--- config.mk ---
export PLATFORM = sky130hd
export DESIGN_NAME = divider_restoring_seq
export DESIGN_NICKNAME = d
export VERILOG_FILES = /design/src/rtl/divider_restoring_seq.sv
export SDC_FILE = /design/constraint.sdc
export NUM_CORES = 1
export LEC_CHECK = 0
export CORE_MARGIN = 1.5
export CORE_UTILIZATION = 51
export DETAILED_ROUTE_END_ITERATION = 16
export PLACE_DENSITY = 0.86
export SLEW_MARGIN = 20
export SYNTH_ARGS = -nofsm -noshare
export SYNTH_HDL_FRONTEND = slang
export SYNTH_SLANG_ARGS = --single-unit
export TNS_END_PERCENT = 30
--- constraint.sdc ---
create_clock -name clk -period 1.99 [get_ports clk]
set_clock_uncertainty 0.15 [all_clocks]
set_input_delay 0.398 -clock clk [delete_from_list [all_inputs] [get_ports clk]]
set_output_delay 0.398 -clock clk [all_outputs]
set_load 0.02 [all_outputs]
--- src/rtl/divider_restoring_seq.sv ---
// Iterative radix-2 restoring divider, one quotient bit per clock.
// Supports runtime signed/unsigned operation, valid/ready handshakes on both
// sides, and divide-by-zero / signed-overflow flags.
//
// Ports:
//   clk, rst_n            clock, asynchronous active-low reset
//   in_valid / in_ready   operand handshake (in_ready high only when idle)
//   n_in, d_in, sgn_in    dividend, divisor, 1 = two's-complement mode
//   out_valid / out_ready result handshake
//   q_out, r_out          quotient and remainder, held while out_valid=1
//   dbz_out, ovf_out      divide-by-zero and signed-overflow flags
module divider_restoring_seq #(
    parameter int unsigned WN = 8,
    parameter int unsigned WD = 6
) (
    input  logic          clk,
    input  logic          rst_n,
    input  logic          in_valid,
    output logic          in_ready,
    input  logic [WN-1:0] n_in,
    input  logic [WD-1:0] d_in,
    input  logic          sgn_in,
    output logic          out_valid,
    input  logic          out_ready,
    output logic [WN-1:0] q_out,
    output logic [WD-1:0] r_out,
    output logic          dbz_out,
    output logic          ovf_out
);

    localparam int unsigned CW = (WN > 1) ? $clog2(WN) : 1;

    typedef enum logic [1:0] {
        S_IDLE,
        S_CALC,
        S_FIX,
        S_DONE
    } state_e;

    state_e        state_q, state_d;
    logic [CW-1:0] cnt_q, cnt_d;
    logic [WN-1:0] nq_q, nq_d;      // dividend magnitude shifting out, quotient shifting in
    logic [WD-1:0] rem_q, rem_d;
    logic [WD-1:0] dmag_q, dmag_d;
    logic          neg_q_q, neg_q_d;
    logic          neg_r_q, neg_r_d;
    logic          dbz_q, dbz_d;
    logic          ovf_q, ovf_d;
    logic          in_ready_q, in_ready_d;
    logic          out_valid_q, out_valid_d;
    logic [WN-1:0] q_out_q, q_out_d;
    logic [WD-1:0] r_out_q, r_out_d;
    logic          dbz_out_q, dbz_out_d;
    logic          ovf_out_q, ovf_out_d;

    // Operand magnitudes for signed mode
    logic          n_neg_c, d_neg_c;
    logic [WN-1:0] n_mag_c;
    logic [WD-1:0] d_mag_c;
    assign n_neg_c = sgn_in & n_in[WN-1];
    assign d_neg_c = sgn_in & d_in[WD-1];
    assign n_mag_c = n_neg_c ? WN'(-n_in) : n_in;
    assign d_mag_c = d_neg_c ? WD'(-d_in) : d_in;

    // Restoring step: shifted partial remainder and trial subtraction
    logic [WD:0] part_c, trial_c;
    logic        fits_c;
    assign part_c  = {rem_q, nq_q[WN-1]};
    assign fits_c  = (part_c >= {1'b0, dmag_q});
    assign trial_c = part_c - {1'b0, dmag_q};

    // Next-state and datapath logic
    always_comb begin
        state_d     = state_q;
        cnt_d       = cnt_q;
        nq_d        = nq_q;
        rem_d       = rem_q;
        dmag_d      = dmag_q;
        neg_q_d     = neg_q_q;
        neg_r_d     = neg_r_q;
        dbz_d       = dbz_q;
        ovf_d       = ovf_q;
        in_ready_d  = in_ready_q;
        out_valid_d = out_valid_q;
        q_out_d     = q_out_q;
        r_out_d     = r_out_q;
        dbz_out_d   = dbz_out_q;
        ovf_out_d   = ovf_out_q;

        unique case (state_q)
            S_IDLE: begin
                if (in_valid) begin
                    in_ready_d = 1'b0;
                    dbz_out_d  = 1'b0;
                    ovf_out_d  = 1'b0;
                    ovf_d      = sgn_in && (n_in == {1'b1, {(WN-1){1'b0}}}) && (d_in == '1);
                    if (d_in == '0) begin
                        nq_d    = '1;
                        rem_d   = n_in[WD-1:0];
                        dbz_d   = 1'b1;
                        neg_q_d = 1'b0;
                        neg_r_d = 1'b0;
                        state_d = S_DONE;
                    end else begin
                        nq_d    = n_mag_c;
                        rem_d   = '0;
                        dmag_d  = d_mag_c;
                        dbz_d   = 1'b0;
                        neg_q_d = n_neg_c ^ d_neg_c;
                        neg_r_d = n_neg_c;
                        cnt_d   = CW'(WN - 1);
                        state_d = S_CALC;
                    end
                end
            end
            S_CALC: begin
                nq_d  = {nq_q[WN-2:0], fits_c};
                rem_d = fits_c ? trial_c[WD-1:0] : part_c[WD-1:0];
                if (cnt_q == '0) begin
                    state_d = S_FIX;
                end else begin
                    cnt_d = cnt_q - CW'(1);
                end
            end
            S_FIX: begin
                // Truncating division: remainder follows the dividend's sign
                if (neg_q_q) nq_d  = WN'(-nq_q);
                if (neg_r_q) rem_d = WD'(-rem_q);
                state_d = S_DONE;
            end
            S_DONE: begin
                // First DONE cycle publishes the result; afterwards wait for the consumer
                if (!out_valid_q) begin
                    out_valid_d = 1'b1;
                    q_out_d     = nq_q;
                    r_out_d     = rem_q;
                    dbz_out_d   = dbz_q;
                    ovf_out_d   = ovf_q;
                end else if (out_ready) begin
                    out_valid_d = 1'b0;
                    in_ready_d  = 1'b1;
                    state_d     = S_IDLE;
                end
            end
            default: state_d = S_IDLE;
        endcase
    end

    // State and output registers
    always_ff @(posedge clk or negedge rst_n) begin
        if (!rst_n) begin
            state_q     <= S_IDLE;
            cnt_q       <= '0;
            nq_q        <= '0;
            rem_q       <= '0;
            dmag_q      <= '0;
            neg_q_q     <= 1'b0;
            neg_r_q     <= 1'b0;
            dbz_q       <= 1'b0;
            ovf_q       <= 1'b0;
            in_ready_q  <= 1'b1;
            out_valid_q <= 1'b0;
            q_out_q     <= '0;
            r_out_q     <= '0;
            dbz_out_q   <= 1'b0;
            ovf_out_q   <= 1'b0;
        end else begin
            state_q     <= state_d;
            cnt_q       <= cnt_d;
            nq_q        <= nq_d;
            rem_q       <= rem_d;
            dmag_q      <= dmag_d;
            neg_q_q     <= neg_q_d;
            neg_r_q     <= neg_r_d;
            dbz_q       <= dbz_d;
            ovf_q       <= ovf_d;
            in_ready_q  <= in_ready_d;
            out_valid_q <= out_valid_d;
            q_out_q     <= q_out_d;
            r_out_q     <= r_out_d;
            dbz_out_q   <= dbz_out_d;
            ovf_out_q   <= ovf_out_d;
        end
    end

    assign in_ready  = in_ready_q;
    assign out_valid = out_valid_q;
    assign q_out     = q_out_q;
    assign r_out     = r_out_q;
    assign dbz_out   = dbz_out_q;
    assign ovf_out   = ovf_out_q;

endmodule

* Yosys cells after proc, flatten, opt, wreduce, memory -nomap -nowiden
Index checks and enable logic that the tools add are counted.
** Storage, ports and cells
- Output and inout bits :: 18
- Bits in latches :: 0
- Input bits :: 19
- Bits in writable memories :: 0
- Bits in read-only memories :: 0
- Logic and storage cells :: 92
- Memories kept :: 0
- Register bits after elaboration :: 47
** Cells by class
- Muxes and demuxes :: 34
- Div/mod/pow operators :: 0
- $lt $le $gt $ge :: 1
- Multipliers :: 0
- Reductions and logical operators :: 17
- Eq/ne operators :: 14
- Shifts and indexed selects :: 0
- Bitwise gates (word level) :: 5
- Add/sub/neg operators :: 6
** Operators by type and width (number)
- $mux 8 :: 4
- $mux 6 :: 5
- $pmux 8 s3 :: 1
- $ne 2x2->1 const B :: 9
- $pmux 6 s3 :: 1
- $neg 8->8 :: 2
- $neg 6->6 :: 2
- $reduce_and 3->1 :: 4
- $reduce_and 4->1 :: 3
- $mux 1 :: 10
- $mux 2 :: 5
- $mux 3 :: 3
- $eq 8x8->1 const B :: 1
- $pmux 2 s4 :: 1
- $ge 7x6->1 :: 1
- $eq 6x6->1 const B :: 1
- $logic_not 6->1 :: 1
- $pmux 1 s2 :: 3
- $pmux 3 s2 :: 1
- $sub 6x6->6 :: 1
- $eq 2x2->1 const B :: 2
- $reduce_and 2->1 :: 2
- $reduce_bool 2->1 :: 2
- $logic_not 3->1 :: 1
- 8 further kinds :: 11

* Logic depth before layout (Yosys ltp)
- Word-level depth :: 5
- Depth in mapped cells :: 9
- Gate-level depth less buffers :: 9

* Worst setup path after synthesis
Ideal clock, no wire load.
- Path kind :: reg2reg
- Start point :: register state_q[0]
- End point :: register rem_q[3]
- Setup slack :: -0.161 ns
- Cell stages (with the launch flop) :: 9
- Period minus slack after synthesis :: 2.151 ns
- Data arrival time :: 1.876 ns
- Setup time :: 0.125 ns
- Path through :: dfrtp_1 inv_1 ha_1 buf_2 nor2b_1 or4_4 a21o_1 a221oi_2 nor3_2
** Between the ends
- Word-level cells in the longest chain between the ends :: 3
** Ends and longest elaborated chain
- from (decl) :: line 40 : state_e state_q, state_d;
- from (signal assigned) :: line 168 : state_q <= state_d;
- $eq 2x2->1, or another cell as far along :: line 90 : unique case (state_q)
- $ne 2x2->1 (no source line) / $reduce_bool 3->1 (equally long branches)
- $reduce_and 3->1 (no source line)
- to (signal assigned) :: line 171 : rem_q <= rem_d;
- to (decl) :: line 43 : logic [WD-1:0] rem_q, rem_d;
Parallel ways exist; a longest one is shown, timed or not.
A chain may end at the register's enable or synchronous reset.

* Worst setup path after layout
- Start point :: register state_q[1]
- End point :: register rem_q[3]
Same word-level chain as after synthesis.

==> results.toml <==
[finish]
n_antenna_cell = 0
fin_util = 0.756
drive_gt1_frac = 0.282
final_area_um2 = 4530
finalNetCount = 520
area_delta_synth_final_pct = 41.8

[worst_hold_path]
holdCritStartpoint = "r_out[2]$_DFFE_PN0P_"
hold_depth = 2
hp-class = "reg2reg"
hold_end = "r_out[2]$_DFFE_PN0P_"

[critical_path]
reg2reg_to = "rem_q[3]$_DFFE_PN0P_"
critPathMaxStageDelay_ns = 0.58
reg2reg_slack_ns = -0.13
critPathKind = "reg2reg"
crit_slowest_cell = "or4_4"
r2r_cells = 7
r2r_start = "state_q[1]$_DFFE_PN0P_"
arrival_ns = 2.18
start_kind = "flop"
cp_cell_sequence = "inv_2 -> ha_4 -> nor2b_4 -> or4_4 -> a21o_1 -> a221oi_2 -> nor3_2"
worstPathRequired_ns = 2.05
end_kind = "flop"
crit_fanout = 5

[placed_design]
placedInstanceArea_um2 = 4170
port_buffers = 36
place_ws_ns = -0.549
hpwl_mm = 6.34
routabilityCongestion = 0.924

[yosys]
yosysWarnings = 0
ys_top_cells_by_count = "nand2_1, dfrtp_1, a21oi_1"
synth_edf_count = 0
netlist.top_cell.by_area = "dfrtp_1"
async_flop_share = 1.00
synthCells = 375
ys_ff_latch = 47
synth_area_leaders = "dfrtp_1, nand2_1, ha_1, a21oi_1, o21ai_0"
syn-num-nets = 413
syn_avg_cell_area_um2 = 8.51
yosysTopAreaCellShare = 0.361
ys_seq_area_frac = 0.369
syn_area_um2 = 3190
yosysMostFrequentCell = "nand2_1"
ys.flop_type = "dfrtp_1"
yosysUniqueCellTypes = 60

[clocking]
cts_tree = "done"
clock_sinks = 47
htree_levels = 2
cts_buffers = 5
cts_max_path_buffers = 2
path_clk_slew_ns = 0.09
clkLatencyLatePin_ns = 0.32
cts_root_buf = "clkbuf_8"

[timing]
drv_slew = 0
setup_ws_ns = -0.130
finalCriticalPeriod_ns = 2.12
tns_ns = -0.586
relSlewSlack = 0.671
hold_viol = 0
worst_pin_slew_ns = 0.490
setup_violations = 10
fmax_mhz = 472
period_share = 1.07
rsz0062_at_grt = "yes"

[power]
leakage_nw = 2.04
power_density_nw_per_um2 = 1900
ir_drop_uv = 977

[floorplanning]
ios = 37
fp.dieArea_um2 = 6740
die_w_um = 82.1
fp-row-count = 28
start_util = 0.533
die_height_um = 82.1
coreArea_um2 = 5990

[grt]
grt_max_degree = 48
grt_pass1_wl_mm = 14.4
grtUsageTotal = 0.282
gr-total-overflow = 0
grt_pass1_vias = 3057
grt_antenna_before_repair = 0

[flow_run]
max_cap_violations = 0

[route]
drt_first_pass_iters = 5
wirelength_mm = 9.13
via_per_inst = 5.89
ant_nets = 0
num_vias = 3289
wl_per_cell_um = 16.4
drt_iter0_markers = 349
drc = 0

[outcome]
violations = "negative setup slack"
status = "finished, violations left"
==> state kept, by name, summed over array words and instances, names as in the netlist <==
name       flops
neg_q_q        1
in_ready       1
ovf_q          1
cnt_q          3
nq_q           8
rem_q          6
q_out          8
neg_r_q        1
ovf_out        1
dbz_q          1
out_valid      1
dmag_q         6
state_q        2
dbz_out        1
r_out          6
==> critical path: cells and delay by family, from the launching register on <==
kind	cells	cell delay, ns
AOI/OAI and AO/OA	2	0.41
DFF	1	0.43
buffers and inverters	1	0.08
and+or+nand+nor	3	0.77
adders and majority gates	1	0.16
==> layout by cell type (no fill, tap or decap), types with 8 or more instances in the layout <==
cell	count
ha_1	8
nand2_1	62
xnor2_1	8
clkdlybuf4s50_1	28
o21ai_1	8
inv_1	24
a21oi_1	26
o21ai_0	18
dfrtp_1	46
nor2_1	17
buf_4	72
nor3_1	10
==> per-layer routing <==
| metal | routed length (µm) | track usage | up-vias | share of wire |
|---|---|---|---|---|
| li1 | - | - | 1545 | - |
| met1 | 3690 | 0.360 | 1564 | 0.40 |
| met2 | 4520 | 0.461 | 153 | 0.49 |
| met3 | 713 | 0.0659 | 27 | 0.078 |
| met4 | 210 | 0.108 | 0 | 0.023 |
| met5 | 0 | 0 | - | 0 |
==> stage by stage <==
step                      hold WS [ns]  power, mW  std cells
final                            0.327       8.60        558
after global routing             0.353       9.27        558
after CTS                        0.336       8.21        555
after detailed placement         0.255       7.12        541
after global placement           0.247       6.92        541
after floorplan                -0.0476       5.15        375
==> final cells by class <==
cell class                 count  area, µm²
multi-input combinational    285       2070
fill                         393       1460
sequential                    47       1180
timing repair buffer         114        962
inverter                      29        109
tap                           75       93.8
clock buffer                   6       72.6
clock inverter                 2       37.5
==> timing repair <==
item / in CTS / in global routing
setup endpoints to repair: 26 / 16
endpoints found under the hold margin: 46 / 0
cloned: 0 / 0
pin swaps: 11 / 13
hold buffers: 1 / 0
resized for setup: 31 / 22
setup buffers: 5 / 3
==> how the worst max path moves through the flow <==
stage | start | to | slack (ns)
final | state_q[1]$_DFFE_PN0P_ | rem_q[3]$_DFFE_PN0P_ | -0.13
after global routing | state_q[1]$_DFFE_PN0P_ | rem_q[3]$_DFFE_PN0P_ | -0.19
after CTS | state_q[1]$_DFFE_PN0P_ | rem_q[3]$_DFFE_PN0P_ | -0.11
after detailed placement | d_in[0] | nq_q[1]$_DFFE_PN0P_ | -0.55
after global placement | d_in[0] | nq_q[2]$_DFFE_PN0P_ | -0.50
after floorplan | state_q[0]$_DFFE_PN0P_ | rem_q[3]$_DFFE_PN0P_ | -0.08
==> where the power goes <==
part	internal [mW]	switching [mW]	total (mW)
registers	1.40	0.382	1.79
logic	2.94	3.14	6.08
clock network	0.375	0.356	0.732
==> kinds of logic after synthesis <==
group,count (synthesis),share of synthesized area
compound gates,113,0.240
xor+xnor,15,0.0411
fa+ha+maj,19,0.0768
buf+inv,43,0.0545
flops,47,0.369
mux,7,0.0231
simple gates,131,0.196
Power figures use the tool's default switching activity.
